--- config.mk ---
export PLATFORM = sky130hd
export DESIGN_NAME = ni_inject_queue
export DESIGN_NICKNAME = d
export VERILOG_FILES = /design/src/rtl/noc_pkg.sv /design/src/rtl/ni_sync_fifo.sv /design/src/rtl/ni_inject_queue.sv
export SDC_FILE = /design/constraint.sdc
export NUM_CORES = 1
export LEC_CHECK = 0
export CAP_MARGIN = 20
export CORE_MARGIN = 2
export CORE_UTILIZATION = 35
export CTS_CLUSTER_DIAMETER = 80
export DETAILED_ROUTE_END_ITERATION = 10
export PLACE_DENSITY_LB_ADDON = 0.08
export SYNTH_ARGS = -nofsm -noshare
export SYNTH_HDL_FRONTEND = slang
export SYNTH_HIERARCHICAL = 1
export SYNTH_SLANG_ARGS = --single-unit
--- constraint.sdc ---
create_clock -name clk -period 4 [get_ports clk]
set_input_delay 0.8 -clock clk [delete_from_list [all_inputs] [get_ports clk]]
set_output_delay 0.8 -clock clk [all_outputs]
set_load 0.02 [all_outputs]
--- src/rtl/noc_pkg.sv ---
// Shared NoC definitions: flit width, flit-type codes in the two top flit
// bits, and the packet-framing state encoding used by the injection stage.
package noc_pkg;

  localparam int FLIT_W = 20;

  localparam logic [1:0] FT_BODY   = 2'b00;
  localparam logic [1:0] FT_HEAD   = 2'b01;
  localparam logic [1:0] FT_TAIL   = 2'b10;
  localparam logic [1:0] FT_SINGLE = 2'b11;

  typedef enum logic {
    ST_IDLE = 1'b0,
    ST_SEND = 1'b1
  } pkt_state_t;

endpackage

--- src/rtl/ni_sync_fifo.sv ---
// Synchronous FIFO with the head entry read combinationally.
// Ports:
//   clk, rst      clock, synchronous active-high reset (pointers/count only)
//   i_push        write i_wdata this cycle (caller guarantees room or a pop)
//   i_pop         retire the head entry this cycle (caller guarantees !o_empty)
//   i_wdata       write data
//   o_rdata       current head entry
//   o_full        count == DEPTH
//   o_empty       count == 0
//   o_count       occupancy, 0..DEPTH
module ni_sync_fifo #(
  parameter int WIDTH = 20,
  parameter int DEPTH = 32
) (
  input  logic                   clk,
  input  logic                   rst,
  input  logic                   i_push,
  input  logic                   i_pop,
  input  logic [WIDTH-1:0]       i_wdata,
  output logic [WIDTH-1:0]       o_rdata,
  output logic                   o_full,
  output logic                   o_empty,
  output logic [$clog2(DEPTH):0] o_count
);

  localparam int AW = $clog2(DEPTH);

  logic [WIDTH-1:0] r_mem [DEPTH];
  logic [AW-1:0]    r_wptr;
  logic [AW-1:0]    r_rptr;
  logic [AW:0]      r_count;

  // Storage carries data only, so it is not reset.
  always_ff @(posedge clk) begin
    if (i_push) r_mem[r_wptr] <= i_wdata;
  end

  // Pointers are log2(DEPTH) wide and wrap on their own.
  always_ff @(posedge clk) begin
    if (rst) begin
      r_wptr  <= '0;
      r_rptr  <= '0;
      r_count <= '0;
    end else begin
      if (i_push) r_wptr <= r_wptr + AW'(1);
      if (i_pop)  r_rptr <= r_rptr + AW'(1);
      case ({i_push, i_pop})
        2'b10:   r_count <= r_count + (AW+1)'(1);
        2'b01:   r_count <= r_count - (AW+1)'(1);
        default: r_count <= r_count;
      endcase
    end
  end

  assign o_rdata = r_mem[r_rptr];
  assign o_full  = (r_count == (AW+1)'(DEPTH));
  assign o_empty = (r_count == '0);
  assign o_count = r_count;

endmodule

--- src/rtl/ni_inject_queue.sv ---
// Network-interface injection stage. Captures the unstallable flit stream
// from the dataout buffer into a FIFO, forwards flits to the router under
// credit-based flow control, and checks head/tail framing on departure.
// Ports:
//   clk, RST     clock, synchronous active-high reset
//   in_flit      flit from the dataout buffer ([FLIT_W-1 -: 2] = type)
//   in_valid     in_flit valid; no backpressure, so a full FIFO drops it
//   credit_in    one-cycle pulse: router freed one input-buffer slot
//   out_flit     flit to the router, held between pops
//   out_valid    one-cycle pulse per forwarded flit
//   pkt_active   framing state is SEND
//   fifo_count   FIFO occupancy
//   overflow     sticky: a flit was dropped
//   fmt_err      sticky: framing violation on a departing flit
//   credit_err   sticky: credit_in arrived with the counter already full
// Optional build macro NI_INJECT_STATS_EN adds:
//   pkt_sent     16-bit wrapping count of departed tail/single flits
//   flit_drop    16-bit wrapping count of dropped flits
module ni_inject_queue #(
  parameter int FLIT_W  = noc_pkg::FLIT_W,
  parameter int DEPTH   = 32,
  parameter int CREDITS = 4
) (
  input  logic                   clk,
  input  logic                   RST,
  input  logic [FLIT_W-1:0]      in_flit,
  input  logic                   in_valid,
  input  logic                   credit_in,
  output logic [FLIT_W-1:0]      out_flit,
  output logic                   out_valid,
  output logic                   pkt_active,
  output logic [$clog2(DEPTH):0] fifo_count,
  output logic                   overflow,
  output logic                   fmt_err,
  output logic                   credit_err
`ifdef NI_INJECT_STATS_EN
  ,
  output logic [15:0]            pkt_sent,
  output logic [15:0]            flit_drop
`endif
);

  import noc_pkg::*;

  localparam int CW = $clog2(CREDITS + 1);

  logic [FLIT_W-1:0] w_rdata;
  logic              w_full;
  logic              w_empty;
  logic              w_pop;
  logic              w_push;
  logic              w_drop;
  logic [1:0]        w_ftype;
  logic              w_fmt_viol;
  pkt_state_t        w_state_nxt;

  logic [CW-1:0]     r_credit_cnt;
  pkt_state_t        r_state;
  logic [FLIT_W-1:0] r_out_flit;
  logic              r_out_valid;
  logic              r_overflow;
  logic              r_fmt_err;
  logic              r_credit_err;

  // A pop frees a slot in the same cycle, so a full FIFO still accepts.
  assign w_pop   = !w_empty && (r_credit_cnt != '0);
  assign w_push  = in_valid && (!w_full || w_pop);
  assign w_drop  = in_valid && w_full && !w_pop;
  assign w_ftype = w_rdata[FLIT_W-1 -: 2];

  ni_sync_fifo #(
    .WIDTH (FLIT_W),
    .DEPTH (DEPTH)
  ) u_fifo (
    .clk     (clk),
    .rst     (RST),
    .i_push  (w_push),
    .i_pop   (w_pop),
    .i_wdata (in_flit),
    .o_rdata (w_rdata),
    .o_full  (w_full),
    .o_empty (w_empty),
    .o_count (fifo_count)
  );

  // Framing check on the flit leaving the FIFO this cycle. Violating flits
  // are still forwarded; only the sticky flag records them.
  always_comb begin
    w_state_nxt = r_state;
    w_fmt_viol  = 1'b0;
    if (w_pop) begin
      case (w_ftype)
        FT_HEAD: begin
          w_fmt_viol  = (r_state == ST_SEND);
          w_state_nxt = ST_SEND;
        end
        FT_SINGLE: begin
          w_fmt_viol  = (r_state == ST_SEND);
          w_state_nxt = ST_IDLE;
        end
        FT_TAIL: begin
          w_fmt_viol  = (r_state == ST_IDLE);
          w_state_nxt = ST_IDLE;
        end
        default: begin
          w_fmt_viol  = (r_state == ST_IDLE);
        end
      endcase
    end
  end

  always_ff @(posedge clk) begin
    if (RST) r_state <= ST_IDLE;
    else     r_state <= w_state_nxt;
  end

  // Credit counter: pop and credit in the same cycle cancel out; a credit
  // with nothing outstanding saturates and is flagged.
  always_ff @(posedge clk) begin
    if (RST) begin
      r_credit_cnt <= CW'(CREDITS);
      r_credit_err <= 1'b0;
    end else begin
      case ({w_pop, credit_in})
        2'b10: r_credit_cnt <= r_credit_cnt - CW'(1);
        2'b01: begin
          if (r_credit_cnt == CW'(CREDITS)) r_credit_err <= 1'b1;
          else                              r_credit_cnt <= r_credit_cnt + CW'(1);
        end
        default: r_credit_cnt <= r_credit_cnt;
      endcase
    end
  end

  // Output register stage: popped flit appears the cycle after the pop.
  always_ff @(posedge clk) begin
    if (RST) begin
      r_out_flit  <= '0;
      r_out_valid <= 1'b0;
      r_overflow  <= 1'b0;
      r_fmt_err   <= 1'b0;
    end else begin
      r_out_valid <= w_pop;
      if (w_pop)      r_out_flit <= w_rdata;
      if (w_drop)     r_overflow <= 1'b1;
      if (w_fmt_viol) r_fmt_err  <= 1'b1;
    end
  end

`ifdef NI_INJECT_STATS_EN
  logic [15:0] r_pkt_sent;
  logic [15:0] r_flit_drop;

  // Tail and single both have type bit 1 set.
  always_ff @(posedge clk) begin
    if (RST) begin
      r_pkt_sent  <= '0;
      r_flit_drop <= '0;
    end else begin
      if (w_pop && w_ftype[1]) r_pkt_sent  <= r_pkt_sent + 16'd1;
      if (w_drop)              r_flit_drop <= r_flit_drop + 16'd1;
    end
  end

  assign pkt_sent  = r_pkt_sent;
  assign flit_drop = r_flit_drop;
`endif

  assign out_flit   = r_out_flit;
  assign out_valid  = r_out_valid;
  assign pkt_active = (r_state == ST_SEND);
  assign overflow   = r_overflow;
  assign fmt_err    = r_fmt_err;
  assign credit_err = r_credit_err;

endmodule

# --- After elaboration in Yosys (flattened, before gate mapping) ---
# Memories as Yosys holds them, arrays and structs flattened. A register that Yosys moved wholly into a read port is not among the register bits.
# Index checks and enable logic that the tools add are counted.
word_totals:
  mem_count: 1
  word_cells: 56
  reg_bits: 44
  ramBits: 640
  output_inout_bits: 31
  inputBits: 24
classes:
  eq_ne: 10
  bitwise: 1
  add_sub_neg: 6
  reduce_logical: 18
  mux: 10
memory_table:
  columns: ["name", "words", "word_bits", "rd", "rd_ports_with_merged_regs", "wr", "line", "rtl"]
  rows:
  - ["u_fifo.r_mem", 32, 20, 1, 1, 1, "ni_sync_fifo.sv:28", "logic [WIDTH-1:0] r_mem [DEPTH];"]
ops:
  columns: ["cell", "count"]
  rows:
  - ["case mux 6 bit (2 select lines)", 1]
  - ["adder 5 x 1 -> 5 bit, second input constant", 2]
  - ["2-to-1 mux 5 bit", 2]
  - ["equality test 2 bit, second input constant", 4]
  - ["adder 6 x 1 -> 6 bit, second input constant", 1]
  - ["equality test 2 x 1 -> 1 bit, second input constant", 3]
  - ["equality test 6 bit, second input constant", 1]
  - ["zero test 6 bit", 1]
  - ["case mux 3 bit (2 select lines)", 1]
  - ["AND reduction 2 bit", 3]
  - ["nonzero test 2 bit", 3]
  - ["subtractor 6 x 1 -> 6 bit, second input constant", 1]
  - ["logical AND 1 bit", 4]
  - ["2-to-1 mux 1 bit", 4]
  - ["OR reduction 2 bit", 2]
  - ["adder 3 x 1 -> 3 bit, second input constant", 1]
  - ["equality test 3 bit, second input constant", 1]
  - ["zero test 1 bit", 3]
  - ["2-to-1 mux 3 bit", 1]
  - ["nonzero test 3 bit", 1]
  - ["subtractor 3 x 1 -> 3 bit, second input constant", 1]
  - ["!= test 2 bit, second input constant", 1]
  - ["case mux 1 bit (2 select lines)", 1]
  - ["logical OR 1 bit", 1]
  - ["inverter 1 bit", 1]

# --- Longest topological paths before layout ---
depth:
  word_depth: 7
  mapped_depth: 17
  mapped_depth_nobuf: 13

# --- Cells and area by module ---
# Netlist, hierarchy kept.
by_module_without_submodules:
  columns: ["module", "area_each_um2", "cells_per_inst", "n_inst"]
  rows:
  - ["ni_sync_fifo", 25435.6, 1296, 1]
  - ["ni_inject_queue", 1183.6, 140, 1]

# --- Worst setup path after synthesis ---
# No wires, ideal clock.
synth_timing:
  path_kind: "register to register"
  startpoint: "reg u_fifo.r_count[2] (netlist: u_fifo/o_count[2])"
  endpoint: "reg u_fifo.r_count[4] (netlist: u_fifo/o_count[4])"
  t_arrival_ns: 3.323
  setup_time_ns: 0.121
  stages_incl_launch_ff: 18
  setup_slack_ns: 0.556
  required_ns: 3.879
  cell_sequence: "dfxtp_1 > clkbuf_1 > or3_1 > nor4_1 > buf_2 > inv_1 > nand2_4 > a21boi_0 > clkbuf_1 > inv_1 > ha_1 > buf_2 > xor2_1 > ha_1 > a21oi_1 > a22oi_1 > a31oi_1 > mux2_2"
synth_via:
  elab_chain_len: 7
synth_lines:
  columns: ["item", "line", "rtl"]
  rows:
  - ["start, declared", "ni_sync_fifo.sv:31", "logic [AW:0] r_count;"]
  - ["start signal, assigned", "ni_sync_fifo.sv:48", "2'b10: r_count <= r_count + (AW+1)'(1);"]
  - ["start signal, assigned", "ni_sync_fifo.sv:49", "2'b01: r_count <= r_count - (AW+1)'(1);"]
  - ["start signal, assigned", "ni_sync_fifo.sv:50", "default: r_count <= r_count;"]
  - ["zero test 6 bit *", "ni_sync_fifo.sv:57", "assign o_empty = (r_count == '0);"]
  - ["via w_empty", "ni_inject_queue.sv:49", "logic w_empty;"]
  - ["zero test 1 bit *", "ni_inject_queue.sv:66", "assign w_pop = !w_empty && (r_credit_cnt != '0);"]
  - ["logical AND 1 bit *", "ni_inject_queue.sv:66", null]
  - ["logical OR 1 bit *", "ni_inject_queue.sv:67", "assign w_push = in_valid && (!w_full || w_pop);"]
  - ["logical AND 1 bit *", "ni_inject_queue.sv:67", null]
  - ["via w_push", "ni_inject_queue.sv:51", "logic w_push;"]
  - ["equality test 2 x 1 -> 1 bit / equality test 2 bit (equally long branches)", "ni_sync_fifo.sv:47", "case ({i_push, i_pop})"]
  - ["case mux 6 bit (2 select lines) / nonzero test 2 bit (equally long branches)", null, null]
# Mark *: on every way through the listed nets, which the timed path passes. The rest lies on a longest branch.
# A chain may end at the register's enable or synchronous reset.

# --- Final worst setup path ---
layout_timing:
  startpoint: "reg u_fifo.r_count[1] (netlist: u_fifo/o_count[1])"
  endpoint: "reg u_fifo.r_count[4] (netlist: u_fifo/o_count[4])"
layout_rtl:
  columns: ["item", "line", "rtl"]
  rows:
  - ["equality test 6 bit *", "ni_sync_fifo.sv:56", "assign o_full = (r_count == (AW+1)'(DEPTH));"]
  - ["via w_full", "ni_inject_queue.sv:48", "logic w_full;"]
  - ["zero test 1 bit *", "ni_inject_queue.sv:67", null]
  - ["logical OR 1 bit *", "ni_inject_queue.sv:67", null]
  - ["logical AND 1 bit *", "ni_inject_queue.sv:67", null]
  - ["via w_push", "ni_inject_queue.sv:51", null]
  - ["equality test 2 x 1 -> 1 bit / equality test 2 bit (equally long branches)", "ni_sync_fifo.sv:47", null]
  - ["case mux 6 bit (2 select lines) / nonzero test 2 bit (equally long branches)", null, null]
# Marks and branches as above.

==> results_dict.tcl <==
set metrics [dict create \
    cts_buffer_depth 3 \
    grt_start_max_net_pins 80 \
    crit_type "reg2reg" \
    synth-seq-cells 689 \
    fmax_ghz 0.283 \
    wl_um 71300 \
    ys_seq_area_share_pct 75.9 \
    fin_crit_ns 3.54 \
    synth_top_family_by_area "multiplexers" \
    synthAdderAreaFrac_pct 0.451 \
    ys_warn_count 6 \
    swShare_pct 28.6 \
    drv_cap 0 \
    syn_avg_cell_area_um2 18.5 \
    gp_congestion 0.793 \
    start_kind "flip-flop" \
    cts_buffers 76 \
    vdd_ir_drop_max_mv 0.371 \
    grt_use_met2_pct 28.9 \
    synth_top_area_share_pct 72.2 \
    syn2layout_area_growth_pct 18.2 \
    fill_cells 6810 \
    worstPathRequired_ns 4.49 \
    row_count 101 \
    synth.most_common_cell "edfxtp_1" \
    utilization_pct 41.6 \
    post-cts-setup-buffers 0 \
    timing.slew.headroom_pct 23.1 \
    hold_path_class "reg2reg" \
    crit_path_end_kind "flip-flop" \
    cts-resized-gates 0 \
    switchingPower_mw 5.59 \
    worst_pin_slew_ns 1.15 \
    syn_inst 1436 \
    antenna_found_initial 3 \
    grt_pass1_wl_um 103000 \
    cp_cell_sequence "or3_1, nor4b_1, a21boi_0, inv_1, ha_1, xor2_1, ha_1, a21oi_1, a22oi_1, a31oi_1, mux2_2" \
    clkPwrFrac_pct 34.4 \
    nNetsFinal 1610 \
    drtPass1Iterations 5 \
    crit_end "u_fifo/o_count[4]" \
    critPathMaxFanout 13 \
    synthesis.nets 1469 \
    overflow 0 \
    num_vias 13800 \
    synth.distinct_cells 51 \
    busiest_layer "met2" \
    clk_latency_ns 0.62 \
    synth_area_leader_cell "edfxtp_1" \
    timing.rr.end "u_fifo/o_count[4]" \
    tns_ns 0 \
    leakage_nw 9.74 \
    fin_skew_ns 0.0199 \
    ff2ff_setup_slack_ns 0.46 \
    port_buffers 54 \
    routedWlPerCell_um 27.4 \
    die_w_um 280 \
    cpMaxStageDelayCell "ha_1" \
    async_reset_ff_share_pct 0 \
    ioPinCount 55 \
    cts_tree "built" \
    reg2reg_depth 11 \
    die_area_mm2 0.0783 \
    synthMuxAreaShare_pct 13.0 \
    setup_viol 0 \
    cp_common_cell "ha_1" \
    startpoint "u_fifo/o_count[1]" \
    p_comb_share_pct 22.9 \
    synth_area_leaders "edfxtp_1, mux4_2, mux2i_1" \
    synth_commonest_cells "edfxtp_1, mux2i_1, a22oi_1" \
    hold_viol_final 0 \
    first_global_vias 14200 \
    clock-root-buffer "clkbuf_16" \
    hpwl_um 44100 \
    regToRegStartpoint "u_fifo/o_count[1]" \
    power_density_mw_per_mm2 620 \
    final.period_utilization_pct 88.4 \
    drive_above_1_share_pct 20.7 \
    hold_buffers 0 \
    dpl_worst_slack_ns 0.215 \
    via_per_inst 5.30 \
    rsz0062_at_grt "no" \
    initial_utilization_pct 35.2 \
    drt_iter0_markers 1244 \
    synth_flop_cell "edfxtp_1" \
    critPathArrivalTime_ns 4.03 \
    p_seq_share_pct 42.7 \
    use_met1_pct 26.3 \
    fp.dieH_um 280 \
    setup_ws_ns 0.463 \
    htree_levels 3 \
    cpPeakStageDelay_ns 0.43 \
    status "complete, no violations" \
    core_area_mm2 0.0756 \
    yosys.area_share.simple_pct 3.68 \
    p_int_mw 13.9 \
    grt_use_total_pct 18.4 \
    final_antenna_net_count 0 \
    synth-compound-area-share_pct 4.86 \
    met3_usage_pct 3.63 \
    synth_xor_area_share_pct 0.461 \
    drt_drc_violations_left 0 \
    finalMaxSlewViolations 0 \
    synth-edff-count 640 \
    cts.clk_slew.worst_paths_ns 0.06 \
    synth_area_mm2 0.0266 \
    clkSinkCount 689 \
]
-- worst min path at each step --
| stage | from | endpoint | slack [ns] | cells after the start |
|---|---|---|---|---|
| 2_1_floorplan | u_fifo/r_rptr[4] | flip-flop | 0.48 | 2 |
| 3_3_place_gp | overflow | overflow | 0.44 | 2 |
| 3_5_place_dp | overflow | overflow | 0.45 | 2 |
| 4_1_cts | overflow | overflow | 0.46 | 2 |
| 5_1_grt | overflow | overflow | 0.48 | 2 |
| 6_report | overflow | overflow | 0.45 | 2 |
-- flip-flops by register name, summed over array words and instances, names as in the netlist, named ones only --
| signal | cells |
|---|---|
| u_fifo/r_rptr | 5 |
| pkt_active | 1 |
| fmt_err | 1 |
| u_fifo/r_wptr | 5 |
| credit_err | 1 |
| u_fifo/r_mem | 640 |
| out_flit | 20 |
| r_credit_cnt | 3 |
| overflow | 1 |
| u_fifo/o_count | 6 |
| out_valid | 1 |
-- placed cells by master, fill, tap and decap left out, drive strengths merged, types with 3 or more instances in the layout --
cell / Yosys / routed
clkinv: 0 / 28
nand2: 13 / 13
o21ai: 21 / 21
nor2: 59 / 59
nand4: 23 / 23
bufinv: 0 / 4
a21oi: 26 / 26
mux4: 80 / 80
or3: 5 / 5
inv: 12 / 14
mux2i: 164 / 164
nand2b: 3 / 3
clkbuf: 46 / 96
a22oi: 121 / 121
nand3: 64 / 64
o2111ai: 3 / 3
xnor2: 3 / 3
a31oi: 4 / 4
dfxtp: 49 / 49
ha: 8 / 8
buf: 43 / 99
nor2b: 5 / 5
xor2: 11 / 11
clkdlybuf4s50: 0 / 53
nand3b: 5 / 5
edfxtp: 640 / 640
-- per-layer routing --
layer  part of all wire (%)  wire length [um]
met5                      0                 0
met4                    2.0              1410
met3                    5.1              3660
met2                     46             33100
met1                     46             33100
-- power by group through the flow --
stage                     Clock (mW)  Combinational, mW  Sequential [mW]
after floorplan                    0               2.96             8.46
after global placement             0               4.52             8.49
after detailed placement           0               4.52             8.50
after CTS                       6.91               4.53             8.35
after global routing            7.18               4.80             8.38
final                           6.72               4.46             8.34
-- critical path: cells and delay by family (launching register included) --
kind / cells / cell delay (ns)
AO/OA/AOI/OAI: 4 / 0.92
AND/OR/NAND/NOR: 2 / 0.82
adder cells (fa/ha/maj): 2 / 0.63
flip-flops: 1 / 0.41
multiplexers: 1 / 0.35
buffers and inverters: 1 / 0.16
XOR/XNOR: 1 / 0.12
-- logic make-up (layout without fill, tap and decap cells) --
kind of cell	count (synthesis)	in the layout
AND/OR/NAND/NOR	191	191
AO/OA/AOI/OAI	186	186
adder cells (fa/ha/maj)	9	9
buffers and inverters	101	294
flip-flops	689	689
XOR/XNOR	14	14
other	0	1
multiplexers	246	246
-- per-stage QoR --
step                      hold slack [ns]  cell area (um^2)  instances  power [mW]
after floorplan                     0.485             26600       1436        11.4
after global placement              0.438             29000       2474        13.0
after detailed placement            0.446             29100       2477        13.0
after CTS                           0.456             31500       2607        19.8
after global routing                0.478             31500       2607        20.4
final                               0.452             31500       2608        19.5
-- layout make-up --
type	instances	area, um^2	area share, %
repair buffers	152	1510	4.79
well taps	978	1220	3.89
clock inverters	34	297	0.942
flip-flops and latches	689	20200	64.2
clock buffers	96	2080	6.61
inverters	12	45.0	0.143
diodes	1	2.50	0.00795
multi-input cells	646	6110	19.4
Power figures use the tool's default switching activity.
